### src/rtl/flex_pts_serializer.sv
// Buffered parallel-to-serial transmitter: a small FIFO of {data, length} words feeds a shifter
// that emits one bit per shift_enable strobe, with no gap between back-to-back words.
module flex_pts_serializer #(
  parameter int unsigned NUM_BITS  = 8,
  parameter int unsigned DEPTH     = 2,
  parameter bit          SHIFT_MSB = 1'b1,
  parameter bit          IDLE_VAL  = 1'b0,
  localparam int unsigned LW       = $clog2(NUM_BITS + 1)
) (
  input  logic                clk,
  input  logic                n_rst,
  input  logic                load_valid,
  output logic                load_ready,
  input  logic [NUM_BITS-1:0] parallel_in,
  input  logic [LW-1:0]       load_len,
  input  logic                shift_enable,
  input  logic                flush,
  output logic                serial_out,
  output logic                busy,
  output logic                word_done,
  output logic [LW-1:0]       bits_left
);

  localparam int unsigned PW = (DEPTH > 1) ? $clog2(DEPTH) : 1;
  localparam int unsigned CW = $clog2(DEPTH + 1);

  typedef enum logic {IDLE, SHIFT} state_t;

  typedef struct packed {
    logic [LW-1:0]       len;
    logic [NUM_BITS-1:0] data;
  } entry_t;

  entry_t              mem [DEPTH];
  state_t              state_q, state_d;
  logic [NUM_BITS-1:0] sr_q, sr_d;
  logic [PW-1:0]       rd_ptr_q, rd_ptr_d, wr_ptr_q, wr_ptr_d;
  logic [CW-1:0]       count_q, count_d;
  logic                serial_d, busy_d, done_d;
  logic [LW-1:0]       left_d;

  logic                empty, full, push, pop, last_bit;
  entry_t              head;
  logic [LW-1:0]       head_len;
  logic [NUM_BITS-1:0] aligned;

  function automatic logic [PW-1:0] ptr_inc(input logic [PW-1:0] p);
    return (p == PW'(DEPTH - 1)) ? '0 : p + PW'(1);
  endfunction

  assign empty      = (count_q == '0);
  assign full       = (count_q == CW'(DEPTH));
  assign load_ready = !full;

  assign push     = load_valid && !full && !flush;
  assign last_bit = (state_q == SHIFT) && shift_enable && (bits_left == LW'(1));
  assign pop      = !flush && !empty && ((state_q == IDLE) || last_bit);

  // Head word with its length normalised and, for MSB-first, bit L-1 moved to the top
  assign head     = mem[rd_ptr_q];
  assign head_len = ((head.len == '0) || (head.len > LW'(NUM_BITS))) ? LW'(NUM_BITS) : head.len;
  assign aligned  = SHIFT_MSB ? (head.data << (LW'(NUM_BITS) - head_len)) : head.data;

  always_comb begin
    state_d  = state_q;
    sr_d     = sr_q;
    serial_d = serial_out;
    busy_d   = busy;
    left_d   = bits_left;
    done_d   = 1'b0;
    rd_ptr_d = rd_ptr_q;
    wr_ptr_d = wr_ptr_q;
    count_d  = count_q;

    if (flush) begin
      state_d  = IDLE;
      sr_d     = '0;
      serial_d = IDLE_VAL;
      busy_d   = 1'b0;
      left_d   = '0;
      rd_ptr_d = '0;
      wr_ptr_d = '0;
      count_d  = '0;
    end else begin
      done_d = last_bit;
      if (pop) begin
        state_d  = SHIFT;
        sr_d     = aligned;
        serial_d = SHIFT_MSB ? aligned[NUM_BITS-1] : aligned[0];
        busy_d   = 1'b1;
        left_d   = head_len;
        rd_ptr_d = ptr_inc(rd_ptr_q);
      end else if (last_bit) begin
        state_d  = IDLE;
        serial_d = IDLE_VAL;
        busy_d   = 1'b0;
        left_d   = '0;
      end else if ((state_q == SHIFT) && shift_enable) begin
        sr_d     = SHIFT_MSB ? (sr_q << 1) : (sr_q >> 1);
        serial_d = SHIFT_MSB ? sr_d[NUM_BITS-1] : sr_d[0];
        left_d   = bits_left - LW'(1);
      end

      if (push) wr_ptr_d = ptr_inc(wr_ptr_q);
      if (push && !pop)      count_d = count_q + CW'(1);
      else if (pop && !push) count_d = count_q - CW'(1);
    end
  end

  always_ff @(posedge clk or negedge n_rst) begin
    if (!n_rst) begin
      state_q    <= IDLE;
      sr_q       <= '0;
      serial_out <= IDLE_VAL;
      busy       <= 1'b0;
      word_done  <= 1'b0;
      bits_left  <= '0;
      rd_ptr_q   <= '0;
      wr_ptr_q   <= '0;
      count_q    <= '0;
    end else begin
      state_q    <= state_d;
      sr_q       <= sr_d;
      serial_out <= serial_d;
      busy       <= busy_d;
      word_done  <= done_d;
      bits_left  <= left_d;
      rd_ptr_q   <= rd_ptr_d;
      wr_ptr_q   <= wr_ptr_d;
      count_q    <= count_d;
    end
  end

  // Storage needs no reset: occupancy is tracked by the reset pointers and count
  always_ff @(posedge clk) begin
    if (push) mem[wr_ptr_q] <= '{len: load_len, data: parallel_in};
  end

endmodule

### config.mk
export PLATFORM = sky130hd
export DESIGN_NAME = flex_pts_serializer
export DESIGN_NICKNAME = d
export VERILOG_FILES = /design/src/rtl/flex_pts_serializer.sv
export SDC_FILE = /design/constraint.sdc
export NUM_CORES = 1
export LEC_CHECK = 0
export BUFFER_PORTS_ARGS = -buffer_cell sky130_fd_sc_hd__clkbuf_2
export CORE_ASPECT_RATIO = 2
export CORE_MARGIN = 5
export CORE_UTILIZATION = 40
export DETAILED_ROUTE_END_ITERATION = 10
export PLACE_DENSITY = 0.6
export SLEW_MARGIN = 10
export SYNTH_ARGS = -nofsm -noshare
export SYNTH_HDL_FRONTEND = slang
export SYNTH_SLANG_ARGS = --single-unit
### constraint.sdc
create_clock -name clk -period 7.4 [get_ports clk]
set_input_delay 1.48 -clock clk [delete_from_list [all_inputs] [get_ports clk]]
set_output_delay 1.48 -clock clk [all_outputs]
set_load 0.1 [all_outputs]
== After elaboration in Yosys (flattened, before gate mapping) ==
Memories as Yosys holds them, arrays and structs flattened.
Cells that the tools add are included.
Cells by class
  $add $sub $neg: 6
  $lt $le $gt $ge: 1
  equal/unequal tests: 3
  shift operators: 1
  multiplexer cells: 28
  bitwise logic cells: 1
  reductions and logical operators: 24
Operators by type and width (count)
  2-to-1 mux 7 bit: 4
  2-to-1 mux 4 bit: 5
  2-to-1 mux 1 bit: 16
  nonzero test 3 bit: 3
  logical AND 1 bit: 8
  left shift 8 x 4 -> 8 bit: 1
  2-to-1 mux 2 bit: 3
  zero test 1 bit: 5
  equality test 4 x 1 -> 1 bit, second input constant: 1
  > comparator 4 bit, second input constant: 1
  zero test 4 bit: 1
  nonzero test 2 bit: 2
  nonzero test 4 bit: 1
  subtractor 4 x 1 -> 4 bit, second input constant: 1
  subtractor 4 bit, first input constant: 1
  != test 3 bit, second input constant: 1
  adder 1 bit, second input constant: 2
  adder 2 x 1 -> 2 bit, second input constant: 1
  equality test 2 bit, second input constant: 1
  zero test 2 bit: 1
  logical OR 1 bit: 2
  AND reduction 2 bit: 1
  subtractor 2 x 1 -> 2 bit, second input constant: 1
  NOT 1 bit: 1
Storage, ports and cells
  flip-flop bits (word level): 18
  memory bits (writable): 24
  memories: 1
Memory list
  mem: depth 2, width 12, rd ports 1, clocked after memory_dff 0, write ports 1, line 34  | entry_t mem [DEPTH];

== Logic depth before layout (Yosys ltp) ==
Gate-level depths: netlist of run 1.
  depth in word-level cells: 9
  gate-level depth with buffers: 11
  mapped depth without buffers: 9

== Least setup slack after synthesis of run 1 ==
No wires, ideal clock.
  path kind: input-to-reg
  start point: input flush
  end point: memory mem[1][0] (netlist bit) (enable)
  library setup time: 399 ps
  arrival time: 2643 ps
  data required time: 7001 ps
  path slack: 4358 ps
  stages: 2
  cell sequence: clkbuf_1 nor3b_1
Between the ends
  word-level cells in the longest chain between the ends: 4
RTL lines
  start: declaration: line 17  | input logic flush,
  zero test 1 bit: line 55  | assign push = load_valid && !full && !flush;
  logical AND 1 bit: line 55
  2-to-1 mux 1 bit: line 136  | if (push) mem[wr_ptr_q] <= '{len: load_len, data: parallel_in};
  2-to-1 mux 1 bit (implied by the code): line 136
  end: declaration: line 34
No other way between the ends.

== Worst setup path in the final report of run 1 ==
  start point: register rd_ptr_q
  end point: register sr_q[4]
Between the ends
  word-level cells in the longest chain between the ends: 8
  elaborated cells between the ends (all ways): 9
RTL lines
  start: declaration: line 37  | logic [PW-1:0] rd_ptr_q, rd_ptr_d, wr_ptr_q, wr_ptr_d;
  start signal: assignment: line 128  | rd_ptr_q <= rd_ptr_d;
  memory read (2 x 12 bit) *
  > comparator 4 bit / zero test 4 bit (equally long branches): line 61  | assign head_len = ((head.len == '0) || (head.len > LW'(NUM_BITS))) ? LW'(NUM_BITS) : head.len;
  logical OR 1 bit: line 61
  2-to-1 mux 4 bit: line 61
  subtractor 4 bit: line 62  | assign aligned = SHIFT_MSB ? (head.data << (LW'(NUM_BITS) - head_len)) : head.data;
  left shift 8 x 4 -> 8 bit *: line 62
  2-to-1 mux 7 bit *: line 86  | if (pop) begin
  2-to-1 mux 7 bit *: line 75  | if (flush) begin
  end signal: assignment: line 123  | sr_q <= sr_d;
  end: declaration: line 36  | logic [NUM_BITS-1:0] sr_q, sr_d;
Mark *: on every way between the ends. The rest lies on a longest branch, timed or not.
A chain may end at the register's enable or synchronous reset.

==> metrics.cfg, run 1 <==
[placement]
hpwl_mm = 3.200
pre_cts_ws_ns = 4.100
port-buffer-count = 24
placed_cell_area_sq_um = 2361
place.gp.congestion = 0.8099

[clocking]
clk_pin_slew_worst_paths_ns = 0.07
clkLatencyLatePin_ns = 0.29
cts_buffer_depth = 2
clock-sinks = 42
holdBufCountCts = 0
post_cts_buffers = 0
htree_levels = 2
cts_buffers = 5
root_buffer = clkbuf_8
cts_tree = done
cts_resized = 0

[finish]
num_antenna_cells = 0
design_area_sq_um = 2451
area_growth_pct = 11.50
drive_gt1_share_pct = 25.84
finalNetCount = 228

[setup_path]
cp_max_fo = 19
crit_path_cell_trace = or3b_1, nand2_8, inv_6, ha_1, inv_1, nor4_1, nor4_1, mux2i_1, a22oi_1
crit_buf_inv = 2
slowest_stage = dfrtp_1
startpoint_type = register
slowest_delay_ns = 0.63
endpoint_kind = register
cpMostUsedCell = nor4_1
regToRegStartpoint = rd_ptr_q
path_depth = 9
arrival_ns = 3.10
critPathKind = register to register
crit_path_start = rd_ptr_q
critPathCapture = sr_q[4]
crit_required_ns = 7.60
reg2reg_depth = 9
crit_family = simple AND/OR/NAND/NOR gates
timing.rr.end = sr_q[4]
r2r_slack_ns = 4.50

[global_route]
grt_max_degree = 20
track_usage_pct = 12.04
grt.overflow.total = 0
antenna_found_initial = 0
grt_pass1_wl_mm = 6.906
grt_pass1_vias = 1526

[floorplan]
die_h_um = 114.8
rows = 38
initial_core_util_pct = 40.92
die_w_um = 62.42
core_region_area_sq_um = 5373
dieArea_sq_um = 7168
io_pins = 25

[routing]
drt_first_pass_iters = 4
routed_via_density = 5.636
drc_errors = 0
drt-initial-drc-count = 41
drt_wl_total_mm = 4.002
postRouteAntennaNets = 0
wl_per_cell_um = 14.88
via_count = 1516

[timing]
final.setup.tns_ns = 0
fin_crit_ns = 2.899
whs_ns = 0.4915
setup_violations = 0
max_freq_ghz = 0.3450
slew_headroom_pct = 37.15
final-max-slew-violation-count = 0
worst_pin_slew_ns = 0.9387
hold_viol_final = 0
rsz0062_at_grt = no
setup_slack_ns = 4.501
finClkSkew_ns = 0.004399
min_period_over_period_pct = 39.17

[synth]
synth_nets = 204
postSynthCellCount = 184
yosysSeqAreaShare_pct = 53.27
avgSynthCellArea_sq_um = 11.95
ys_types = 47
ys_async_sr_fraction_pct = 42.86
synth.cell_area_sq_um = 2198
ys.flop_type = edfxtp_1
ys_ff_latch = 42
synth-edff-count = 24
yosysWarnings = 0

[pwr]
total_power_mw = 0.5575
peakVddDrop_mv = 0.1643
powerDensity_nw_per_um2 = 227.5
p_leak_nw = 0.9731

[run_status]
status = finished clean

[worst_hold_path]
hold_class = register to register
hp-start = sr_q[2]

[flow_run]
max-cap-violations = 0

==> sequential cells by signal, summed over array words and instances, names as in the netlist <==
name and cells:
state_q 1, wr_ptr_q 1, rd_ptr_q 1, bits_left 4, count_q 2, sr_q 7
serial_out 1, mem 24, word_done 1
==> cell families (layout without fill, tap and decap cells) <==
group	count (synthesis)	count (layout)	share of synthesized area, %
multiplexers	21	21	12.75
AND/OR/NAND/NOR	64	64	16.73
XOR/XNOR	2	2	1.139
flip-flops	42	42	53.27
buffers and inverters	14	39	3.301
adder cells (fa/ha/maj)	3	3	1.708
AO/OA/AOI/OAI	38	38	11.10
==> synth_stat cells, drive strengths merged (2+ instances only) <==
master,n,area share (%)
mux2,10,5.1
buf,2,1.0
nor4,3,0.85
a31oi,2,0.57
nand4,4,1.1
nor3b,3,1.3
or4,2,0.68
clkbuf,6,1.0
mux2i,7,3.2
or3b,2,0.80
nand2b,2,0.57
nand3,9,2.0
nor3,7,1.6
inv,6,1.3
nand2,15,3.3
a21boi,3,1.0
a22oi,2,0.68
a21oi,10,2.3
or3,4,1.1
o31ai,2,0.68
nor2,8,1.4
dfrtp,18,20
mux4,4,4.4
a211oi,4,1.4
edfxtp,24,33
o21ai,8,1.8
ha,3,1.7
xor2,2,1.1
==> tightest hold or removal path, cell delays in order, from the launching register on <==
cell     delay [ns]
dfrtp_1        0.35
nand2_1        0.05
nand3_1        0.06
==> through the flow <==
stage / cells / util (%)
final: 269 / 45.62
after global routing: 269 / 45.62
after CTS: 269 / 45.53
after detailed placement: 261 / 43.95
after global placement: 261 / 43.95
after floorplan: 184 / -
==> power breakdown <==
part / leakage, nW / switching [mW] / internal [mW]
clock: 0.0416 / 0.0741 / 0.0645
combinational: 0.470 / 0.0903 / 0.0489
sequential: 0.462 / 0.0153 / 0.264
total: 0.973 / 0.180 / 0.378
==> layout make-up <==
type | count | area [sq um]
Sequential cell | 42 | 1171
Fill cell | 518 | 2922
Timing Repair Buffer | 25 | 127.6
Clock inverter | 3 | 16.27
Clock buffer | 5 | 68.82
Multi-Input combinational cell | 128 | 964.7
Inverter | 6 | 27.53
Tap cell | 60 | 75.07
==> how the worst min path moves through the flow <==
stage                          to  slack, ns  depth (start not counted)
after floorplan           sr_q[2]       0.45                          2
after global placement    sr_q[1]       0.47                          2
after detailed placement  sr_q[2]       0.47                          2
after CTS                 sr_q[2]       0.49                          2
after global routing      sr_q[2]       0.53                          2
final                     sr_q[2]       0.49                          2
==> metal layers <==
layer,vias up,track usage [%],routed length [um]
li1,756,-,-
met4,0,7.224,143
met3,12,2.933,194
met1,715,11.29,1388
met5,-,0,0
met2,33,22.85,2275
==> cells in the final DEF (no fill, tap or decap), drive strengths merged, types with 4 or more instances in the layout <==
| master | count |
|---|---|
| clkbuf | 29 |
| edfxtp | 24 |
| dfrtp | 18 |
| nand2 | 15 |
| mux2 | 10 |
| a21oi | 10 |
| nand3 | 9 |
| nor2 | 8 |
| o21ai | 8 |
| mux2i | 7 |
| nor3 | 7 |
| inv | 6 |
| or3 | 4 |
| nand4 | 4 |
| a211oi | 4 |
| mux4 | 4 |
No activity file was read; power rests on OpenSTA's default activity.
==> run 2: changes to the inputs <==
==> constraint.sdc (replaced) <==
create_clock -name clk -period 2.85 [get_ports clk]
set_input_delay 0.57 -clock clk [delete_from_list [all_inputs] [get_ports clk]]
set_output_delay 0.57 -clock clk [all_outputs]
set_load 0.1 [all_outputs]
==> metrics.cfg, run 2 (synthesis results as in run 1) <==
[global_route]
met1_usage_pct = 12.36  ; was 11.29%
grt_pass1_wl_mm = 7.631  ; was 6.906 mm
grt_pass1_vias = 1665  ; was 1,526
grt.overflow.total = 0  ; unchanged
grt_util_met2_pct = 26.04  ; was 22.85%
track_usage_pct = 13.40  ; was 12.04%
grt_max_degree = 19  ; was 20
grt_util_met3_pct = 3.128  ; was 2.933%
grt.busiest_layer = met2  ; unchanged
antenna_found_initial = 0  ; unchanged

[routing]
drc_errors = 0  ; unchanged
drt_wl_total_mm = 4.408  ; was 4.002 mm
via_count = 1573  ; was 1,516
drt_first_pass_iters = 4  ; unchanged
drt-initial-drc-count = 66  ; was 41
wl_per_cell_um = 16.21  ; was 14.88 um
postRouteAntennaNets = 0  ; unchanged
routed_via_density = 5.783  ; was 5.636

[timing]
final.setup.tns_ns = 0  ; unchanged
worst_pin_slew_ns = 0.6563  ; was 0.9387 ns
max_freq_ghz = 0.4014  ; was 0.3450 GHz
rsz0062_at_grt = no  ; unchanged
hold_viol_final = 0  ; unchanged
finClkSkew_ns = 0.006516  ; was 0.004399 ns
slew_headroom_pct = 56.15  ; was 37.15%
final-max-slew-violation-count = 0  ; unchanged
setup_violations = 0  ; unchanged
min_period_over_period_pct = 87.42  ; was 39.17%
fin_crit_ns = 2.492  ; was 2.899 ns

[run_status]
status = finished clean  ; unchanged

[clocking]
clock-sinks = 42  ; unchanged
root_buffer = clkbuf_8  ; unchanged
cts_resized = 0  ; unchanged
cts_buffer_depth = 2  ; unchanged
holdBufCountCts = 0  ; unchanged
clkLatencyLatePin_ns = 0.29  ; about the same
post_cts_buffers = 0  ; unchanged
htree_levels = 2  ; unchanged
cts_tree = done  ; unchanged
clk_pin_slew_worst_paths_ns = 0.08  ; was 0.07 ns
cts_buffers = 5  ; unchanged

[setup_path]
arrival_ns = 2.71  ; was 3.10 ns
critPathKind = register to register  ; unchanged
crit_required_ns = 3.06  ; was 7.60 ns
r2r_slack_ns = 0.36  ; was 4.50 ns
startpoint_type = register  ; unchanged
cp_max_fo = 7  ; was 19
endpoint_kind = register  ; unchanged

[finish]
drive_gt1_share_pct = 25.94  ; was 25.84%
largest_reg_flops = 24  ; unchanged
mostFrequentLayoutCells = 24 x clkbuf_2, 24 x edfxtp_1, 18 x dfrtp_1  ; unchanged
finalNetCount = 231  ; was 228
area_growth_pct = 13.26  ; was 11.50%
reg.largest.list = mem (24), sr_q (7), bits_left (4)  ; unchanged
design_area_sq_um = 2490  ; was 2451 sq um
top_register = mem  ; unchanged
num_antenna_cells = 0  ; unchanged

[worst_hold_path]
hold_class = input pin to asynchronous set/reset pin  ; was register to register

[floorplan]
dieArea_sq_um = 7168  ; unchanged
die_w_um = 62.42  ; unchanged
initial_core_util_pct = 40.92  ; unchanged
core_region_area_sq_um = 5373  ; unchanged
io_pins = 25  ; unchanged
die_h_um = 114.8  ; unchanged
rows = 38  ; unchanged

[placement]
port-buffer-count = 24  ; unchanged
placed_cell_area_sq_um = 2384  ; was 2361 sq um
place.gp.congestion = 0.8385  ; was 0.8099
hpwl_mm = 3.467  ; was 3.200 mm

[pwr]
peakVddDrop_mv = 0.4881  ; was 0.1643 mV
powerDensity_nw_per_um2 = 621.7  ; was 227.5 nW/um^2
p_leak_nw = 0.9992  ; was 0.9731 nW
total_power_mw = 1.548  ; was 0.5575 mW

[flow_run]
max-cap-violations = 0  ; unchanged

## run 2: changes by cell type in the layout (fill, tap and decap cells not counted), sizes merged
cell,delta
buf,+3
bufinv,+1
clkbuf,+2
clkinv,-2
clkinvlp,-1
## run 2: final timing paths
kind                                     start           end  cells past startpoint
worst max register to register        rd_ptr_q       sr_q[4]                      9
min in group clk                parallel_in[2]     mem[0][2]                      1
max in group asynchronous                n_rst       sr_q[2]                      1
worst max-delay path                  rd_ptr_q       sr_q[4]                      9
worst min register to register         sr_q[2]       sr_q[2]                      2
worst min-delay path                     n_rst  bits_left[2]                      1
## run 2: layout make-up
class | instances | area (sq um)
multi-input cells | 128 | 959.7
clock buffers | 7 | 76.32
clock inverters | 1 | 30.03
repair buffers | 28 | 150.1
well taps | 60 | 75.07
flip-flops and latches | 42 | 1171
fillers | 528 | 2883
inverters | 6 | 27.53
## run 2: report_power, final
part | switching [mW] | internal, mW | total (mW)
combinational | 0.247 | 0.131 | 0.377
clock | 0.190 | 0.262 | 0.452
sequential | 0.0314 | 0.687 | 0.718
## run 2: per-stage QoR
step           instances  hold WS (ns)  util (%)  setup WS [ns]
4_1_cts              272        0.2176     46.34         0.3650
2_1_floorplan        184        0.2744         -        0.04788
3_3_place_gp         264        0.4711     44.36         0.4560
3_5_place_dp         264        0.4753     44.36         0.3814
6_report             272        0.2145     46.34         0.3585
5_1_grt              272        0.2381     46.34         0.1761
## run 2: worst max-delay path, cell delays in order, from the launching register on
cell	delay, ns
dfrtp_1	0.38
or3b_1	0.53
nand2_8	0.17
inv_6	0.04
ha_1	0.37
inv_1	0.22
nor4_1	0.09
nor4_1	0.30
mux2i_1	0.11
a22oi_1	0.20
## run 2: layer usage
layer  share of wire (%)  wire length, um
met5                   0                0
met3                 4.4              194
met1                  34             1500
met4                 3.1              138
met2                  58             2575
